===== src/rtl/read_data_dispatcher_if.sv =====
// Bundle of the read-data dispatcher's FIFO, backend and per-core delivery signals.
// master = dispatcher side, slave = FIFO/backend/core side.
interface read_data_dispatcher_if #(
    parameter int unsigned DATA_WIDTH     = 128,
    parameter int unsigned CORE_NUM_WIDTH = 2
);
    localparam int unsigned NUM_CORES = 1 << CORE_NUM_WIDTH;

    logic [CORE_NUM_WIDTH-1:0] i_core_num;
    logic                      i_fifo_empty;
    logic                      o_fifo_rd_en;
    logic                      i_rdata_valid;
    logic [DATA_WIDTH-1:0]     i_rdata;
    logic                      o_rdata_ready;
    logic [NUM_CORES-1:0]      o_core_valid;
    logic [DATA_WIDTH-1:0]     o_core_data;
    logic [NUM_CORES-1:0]      i_core_ready;
    logic                      o_orphan_err;
    logic                      o_timeout_err;

    modport master (
        input  i_core_num, i_fifo_empty, i_rdata_valid, i_rdata, i_core_ready,
        output o_fifo_rd_en, o_rdata_ready, o_core_valid, o_core_data,
        output o_orphan_err, o_timeout_err
    );

    modport slave (
        output i_core_num, i_fifo_empty, i_rdata_valid, i_rdata, i_core_ready,
        input  o_fifo_rd_en, o_rdata_ready, o_core_valid, o_core_data,
        input  o_orphan_err, o_timeout_err
    );
endinterface


===== src/rtl/read_data_dispatcher.sv =====
// Pairs in-order DRAM read beats with the core number at the FIFO head and delivers them.
// Optional stall watchdog enabled by defining READ_DISPATCH_TIMEOUT_EN.
module read_data_dispatcher #(
    parameter int unsigned DATA_WIDTH     = 128,
    parameter int unsigned CORE_NUM_WIDTH = 2,
    parameter int unsigned TIMEOUT_CYCLES = 255
) (
    input  logic                  i_clk,
    input  logic                  i_rst_n,
    read_data_dispatcher_if.master bus
);
    localparam int unsigned NUM_CORES = 1 << CORE_NUM_WIDTH;

    if (TIMEOUT_CYCLES < 1 || TIMEOUT_CYCLES > 255) begin : g_bad_timeout
        $error("TIMEOUT_CYCLES must be in 1..255");
    end

    typedef enum logic [0:0] {StIdle, StSend} state_e;

    state_e                    state_q, state_d;
    logic [DATA_WIDTH-1:0]     data_q, data_d;
    logic [CORE_NUM_WIDTH-1:0] held_core_q, held_core_d;
    logic                      orphan_q, orphan_d;

    logic deliver;
    logic accept;
    logic orphan_drop;

    always_comb begin
        deliver     = (state_q == StSend) && bus.i_core_ready[held_core_q];
        accept      = bus.i_rdata_valid && !bus.i_fifo_empty &&
                      ((state_q == StIdle) || deliver);
        // A beat with no FIFO entry to pair with is swallowed so the backend never stalls on it.
        orphan_drop = (state_q == StIdle) && bus.i_rdata_valid && bus.i_fifo_empty;

        state_d     = state_q;
        data_d      = data_q;
        held_core_d = held_core_q;
        orphan_d    = orphan_q | orphan_drop;

        unique case (state_q)
            StIdle: begin
                if (accept) begin
                    data_d      = bus.i_rdata;
                    held_core_d = bus.i_core_num;
                    state_d     = StSend;
                end
            end
            StSend: begin
                if (accept) begin
                    data_d      = bus.i_rdata;
                    held_core_d = bus.i_core_num;
                end else if (deliver) begin
                    state_d = StIdle;
                end
            end
            default: state_d = StIdle;
        endcase
    end

    always_ff @(posedge i_clk or negedge i_rst_n) begin
        if (!i_rst_n) begin
            state_q     <= StIdle;
            data_q      <= '0;
            held_core_q <= '0;
            orphan_q    <= 1'b0;
        end else begin
            state_q     <= state_d;
            data_q      <= data_d;
            held_core_q <= held_core_d;
            orphan_q    <= orphan_d;
        end
    end

    always_comb begin
        bus.o_rdata_ready = accept || orphan_drop;
        bus.o_fifo_rd_en  = accept;
        bus.o_core_valid  = (state_q == StSend) ? (NUM_CORES'(1) << held_core_q) : '0;
        bus.o_core_data   = data_q;
        bus.o_orphan_err  = orphan_q;
    end

`ifdef READ_DISPATCH_TIMEOUT_EN
    logic [7:0] wd_cnt_q, wd_cnt_d;
    logic       timeout_q, timeout_d;

    always_comb begin
        wd_cnt_d = '0;
        if ((state_q == StSend) && !deliver) begin
            // Saturate so a very long stall cannot wrap back below the limit.
            wd_cnt_d = (wd_cnt_q == 8'hFF) ? wd_cnt_q : wd_cnt_q + 8'd1;
        end
        timeout_d = timeout_q | (wd_cnt_q == 8'(TIMEOUT_CYCLES));
    end

    always_ff @(posedge i_clk or negedge i_rst_n) begin
        if (!i_rst_n) begin
            wd_cnt_q  <= '0;
            timeout_q <= 1'b0;
        end else begin
            wd_cnt_q  <= wd_cnt_d;
            timeout_q <= timeout_d;
        end
    end

    assign bus.o_timeout_err = timeout_q;
`else
    assign bus.o_timeout_err = 1'b0;
`endif

endmodule


===== src/flat_wrapper.sv =====
// flat-port wrapper written by rule: the top's interface ports become plain ports
module read_data_dispatcher_flat 
#(
    parameter int unsigned DATA_WIDTH     = 128,
    parameter int unsigned CORE_NUM_WIDTH = 2,
    parameter int unsigned TIMEOUT_CYCLES = 255
)
  (i_clk, i_rst_n, bus_i_core_num, bus_i_fifo_empty, bus_i_rdata_valid, bus_i_rdata, bus_i_core_ready, bus_o_fifo_rd_en, bus_o_rdata_ready, bus_o_core_valid, bus_o_core_data, bus_o_orphan_err, bus_o_timeout_err);
  read_data_dispatcher_if #(.DATA_WIDTH(DATA_WIDTH), .CORE_NUM_WIDTH(CORE_NUM_WIDTH)) bus_i ();
  input  logic i_clk;
  input  logic i_rst_n;
  input wire logic [$bits(bus_i.i_core_num)-1:0] bus_i_core_num;
  input wire logic [$bits(bus_i.i_fifo_empty)-1:0] bus_i_fifo_empty;
  input wire logic [$bits(bus_i.i_rdata_valid)-1:0] bus_i_rdata_valid;
  input wire logic [$bits(bus_i.i_rdata)-1:0] bus_i_rdata;
  input wire logic [$bits(bus_i.i_core_ready)-1:0] bus_i_core_ready;
  output wire logic [$bits(bus_i.o_fifo_rd_en)-1:0] bus_o_fifo_rd_en;
  output wire logic [$bits(bus_i.o_rdata_ready)-1:0] bus_o_rdata_ready;
  output wire logic [$bits(bus_i.o_core_valid)-1:0] bus_o_core_valid;
  output wire logic [$bits(bus_i.o_core_data)-1:0] bus_o_core_data;
  output wire logic [$bits(bus_i.o_orphan_err)-1:0] bus_o_orphan_err;
  output wire logic [$bits(bus_i.o_timeout_err)-1:0] bus_o_timeout_err;
  assign bus_i.i_core_num = bus_i_core_num;
  assign bus_i.i_fifo_empty = bus_i_fifo_empty;
  assign bus_i.i_rdata_valid = bus_i_rdata_valid;
  assign bus_i.i_rdata = bus_i_rdata;
  assign bus_i.i_core_ready = bus_i_core_ready;
  assign bus_o_fifo_rd_en = bus_i.o_fifo_rd_en;
  assign bus_o_rdata_ready = bus_i.o_rdata_ready;
  assign bus_o_core_valid = bus_i.o_core_valid;
  assign bus_o_core_data = bus_i.o_core_data;
  assign bus_o_orphan_err = bus_i.o_orphan_err;
  assign bus_o_timeout_err = bus_i.o_timeout_err;
  read_data_dispatcher #(.DATA_WIDTH(DATA_WIDTH), .CORE_NUM_WIDTH(CORE_NUM_WIDTH), .TIMEOUT_CYCLES(TIMEOUT_CYCLES)) u_core (.i_clk(i_clk), .i_rst_n(i_rst_n), .bus(bus_i));
endmodule

===== config.mk =====
export PLATFORM = sky130hd
export DESIGN_NAME = read_data_dispatcher_flat
export DESIGN_NICKNAME = d
export VERILOG_FILES = /design/src/rtl/read_data_dispatcher_if.sv /design/src/rtl/read_data_dispatcher.sv /design/src/flat_wrapper.sv
export SDC_FILE = /design/constraint.sdc
export NUM_CORES = 1
export LEC_CHECK = 0
export BUFFER_PORTS_ARGS = -buffer_cell sky130_fd_sc_hd__buf_4
export CORE_UTILIZATION = 35
export DETAILED_ROUTE_END_ITERATION = 12
export GPL_ROUTABILITY_DRIVEN = 0
export PLACE_DENSITY = 0.65
export SYNTH_ARGS = -nofsm -noshare
export SYNTH_HDL_FRONTEND = slang
export SYNTH_SLANG_ARGS = --single-unit
export TNS_END_PERCENT = 100

===== constraint.sdc =====
create_clock -name i_clk -period 4.9 [get_ports i_clk]
set_input_delay 0.245 -clock i_clk [delete_from_list [all_inputs] [get_ports i_clk]]
set_output_delay 0.245 -clock i_clk [all_outputs]
set_load 0.02 [all_outputs]

==> results.toml <==
[timing]
period_needed_ns = 2.86
final-hold-violation-count = 0
slew_viol_final = 0
worst_pin_slew_ns = 1.05
finalSetupViolations = 0
skew_ns = 0.00511
period_share_pct = 58.4
slew_headroom_pct = 29.9
max_freq_ghz = 0.349
fin_setup_tns_ns = 0
rsz0062_at_grt = "no"

[die]
ios = 274
die_h_um = 122
rows = 43
die_area_um2 = 14900
start_util_pct = 36.1
core_area_um2 = 13900
die_x_um = 122

[clock_network]
clockBufferDepth = 2
clock_sinks = 132
cts-root-buf = "clkbuf_16"
htreeDepth = 4
cts_tree = "built"
clk_pin_slew_ns = 0.06
clk_latency_ns = 0.41
cts_buffers = 17

[layout]
multi_input_area_um2 = 1600
finish.net_count = 713
diodes = 0
seqCellArea_um2 = 3300
fillers = 1155
syn_to_final_growth_pct = 56.5
final_core_util_pct = 56.5
final_common_cell = "buf_4"
final_cell_mix = "buf_4 (275), dfrtp_1 (132), mux2_2 (120)"
drive_gt1_share_pct = 72.6

[hold_path]
whs_path_depth = 2
worstHoldPathType = "input pin to flip-flop"

[logic_synthesis]
syn-num-nets = 433
synth_area_um2 = 5030
synth-warning-count = 0
synthCells = 295
synth_seq_cells = 132
synth_cell_types = 18
synth.yosys.seq_area_share_pct = 65.6
avgSynthCellArea_um2 = 17.1

[global_route]
grtUsageTotal_pct = 17.1
antenna_found_initial = 0
grt_max_degree = 83
grt_overflow = 0
grt_pass1_vias = 3724
grt_pass1_wl_mm = 18.8

[place]
io_buffers = 272
dp_hpwl_mm = 9.16

[critical_path]
crit_fanout = 82
cp.required_ns = 4.66
cp-end-kind = "output port"
crit_path_start_kind = "flip-flop"
path_class = "flip-flop to output port"
cp.arrival_ns = 2.62
reg2regPathDepth = 4

[drt]
ant_nets = 0
avgRoutedWirePerCell_um = 16.1
viasPerCell = 4.57
wl_mm = 12.4
drt_iter0_markers = 91
dr.pass1.iters = 4
num_vias = 3512
drc = 0

[power]
powerDensity_nw_per_um2 = 583
leakage_nw = 3.73
ir_worst_vdd_v = 0.000324
power_mw = 4.59

[run_status]
status = "finished clean"

[job]
cap_viol_max_count = 0
## layout make-up
type	instances	share of cell area (%)
sequential	132	41.9
tap	180	2.86
clock buffer	19	5.62
clock inverter	13	2.92
timing repair buffer	276	26.3
multi-input combinational	148	20.3
## worst paths after layout
path | startpoint | end | slack [ns]
max | u_core.held_core_q[0] | bus_o_rdata_ready | 2.04
min | bus_i_rdata[18] | u_core.bus.o_core_data[18] | 0.04
max reg2reg | u_core.held_core_q[0] | u_core.bus.o_core_data[71] | 2.44
min reg2reg | u_core.bus.o_core_data[23] | u_core.bus.o_core_data[23] | 0.49
max in group asynchronous | i_rst_n | u_core.bus.o_core_data[39] | 3.07
min in group asynchronous | i_rst_n | u_core.bus.o_core_data[40] | 0.48
## state kept, by name (all words and copies together), names as in the netlist
register / flops
u_core.bus.o_orphan_err: 1
u_core.held_core_q: 2
u_core.bus.o_core_data: 128
u_core.state_q: 1
## where the power goes
| part | total, mW | internal, mW | leakage, nW | switching, mW |
|---|---|---|---|---|
| combinational | 1.55 | 0.773 | 1.87 | 0.773 |
| sequential | 1.62 | 1.43 | 1.54 | 0.186 |
| clock | 1.43 | 0.966 | 0.319 | 0.461 |
| total | 4.59 | 3.17 | 3.73 | 1.42 |
## metrics by stage
step | instance area (µm²) | hold WS, ns | std cells | setup slack, ns
after global routing | 7880 | 0.0288 | 768 | 1.83
after detailed placement | 7190 | 0.422 | 735 | 2.46
after CTS | 7880 | 0.0244 | 768 | 1.98
final | 7880 | 0.0438 | 768 | 2.04
after global placement | 7190 | 0.419 | 735 | 2.52
after floorplan | 5030 | -0.0506 | 295 | 3.11
## worst max-delay path: stages, from the launching register on
cell and delay [ns]:
dfrtp_1 0.46, mux2i_1 0.23, a221oi_4 0.33, buf_4 0.82
nand2b_1 0.21, buf_4 0.14
## Yosys cell counts
| library cell | number | share of area [%] |
|---|---|---|
| dfrtp_1 | 132 | 66 |
| mux2_2 | 120 | 27 |
| buf_6 | 10 | 2.2 |
| mux2_1 | 10 | 2.2 |
| buf_2 | 4 | 0.40 |
| nand2b_1 | 3 | 0.37 |
| nor2b_1 | 3 | 0.37 |
| and2_1 | 2 | 0.25 |
| mux2i_1 | 2 | 0.40 |
| a21boi_0 | 1 | 0.15 |
| a21oi_1 | 1 | 0.099 |
| a221oi_2 | 1 | 0.30 |
| a22oi_1 | 1 | 0.15 |
| and3_1 | 1 | 0.12 |
| buf_4 | 1 | 0.15 |
| conb_1 | 1 | 0.074 |
| nand2_1 | 1 | 0.074 |
| nand3b_1 | 1 | 0.15 |
## what timing repair did
action                    CTS  global route
hold buffers                1             0
gates resized for setup     0             0
setup buffers               0             0
hold endpoints to repair   71             0
## kinds of logic (layout without fill, tap and decap cells)
group | Yosys count | count (layout) | share of synthesized area, %
muxes | 132 | 132 | 29.5
other | 1 | 1 | 0.0745
DFF | 132 | 132 | 65.6
AOI/OAI and AO/OA | 4 | 4 | 0.696
and+or+nand+nor | 11 | 11 | 1.34
buffers and inverters | 15 | 308 | 2.78
## layer usage
metal | track usage (%) | part of all wire [%]
met2 | 30.3 | 54
met3 | 6.18 | 8.8
met5 | 0 | 0
met1 | 18.0 | 35
met4 | 7.41 | 1.5
Note: power is estimated with default switching activity, not from simulation.
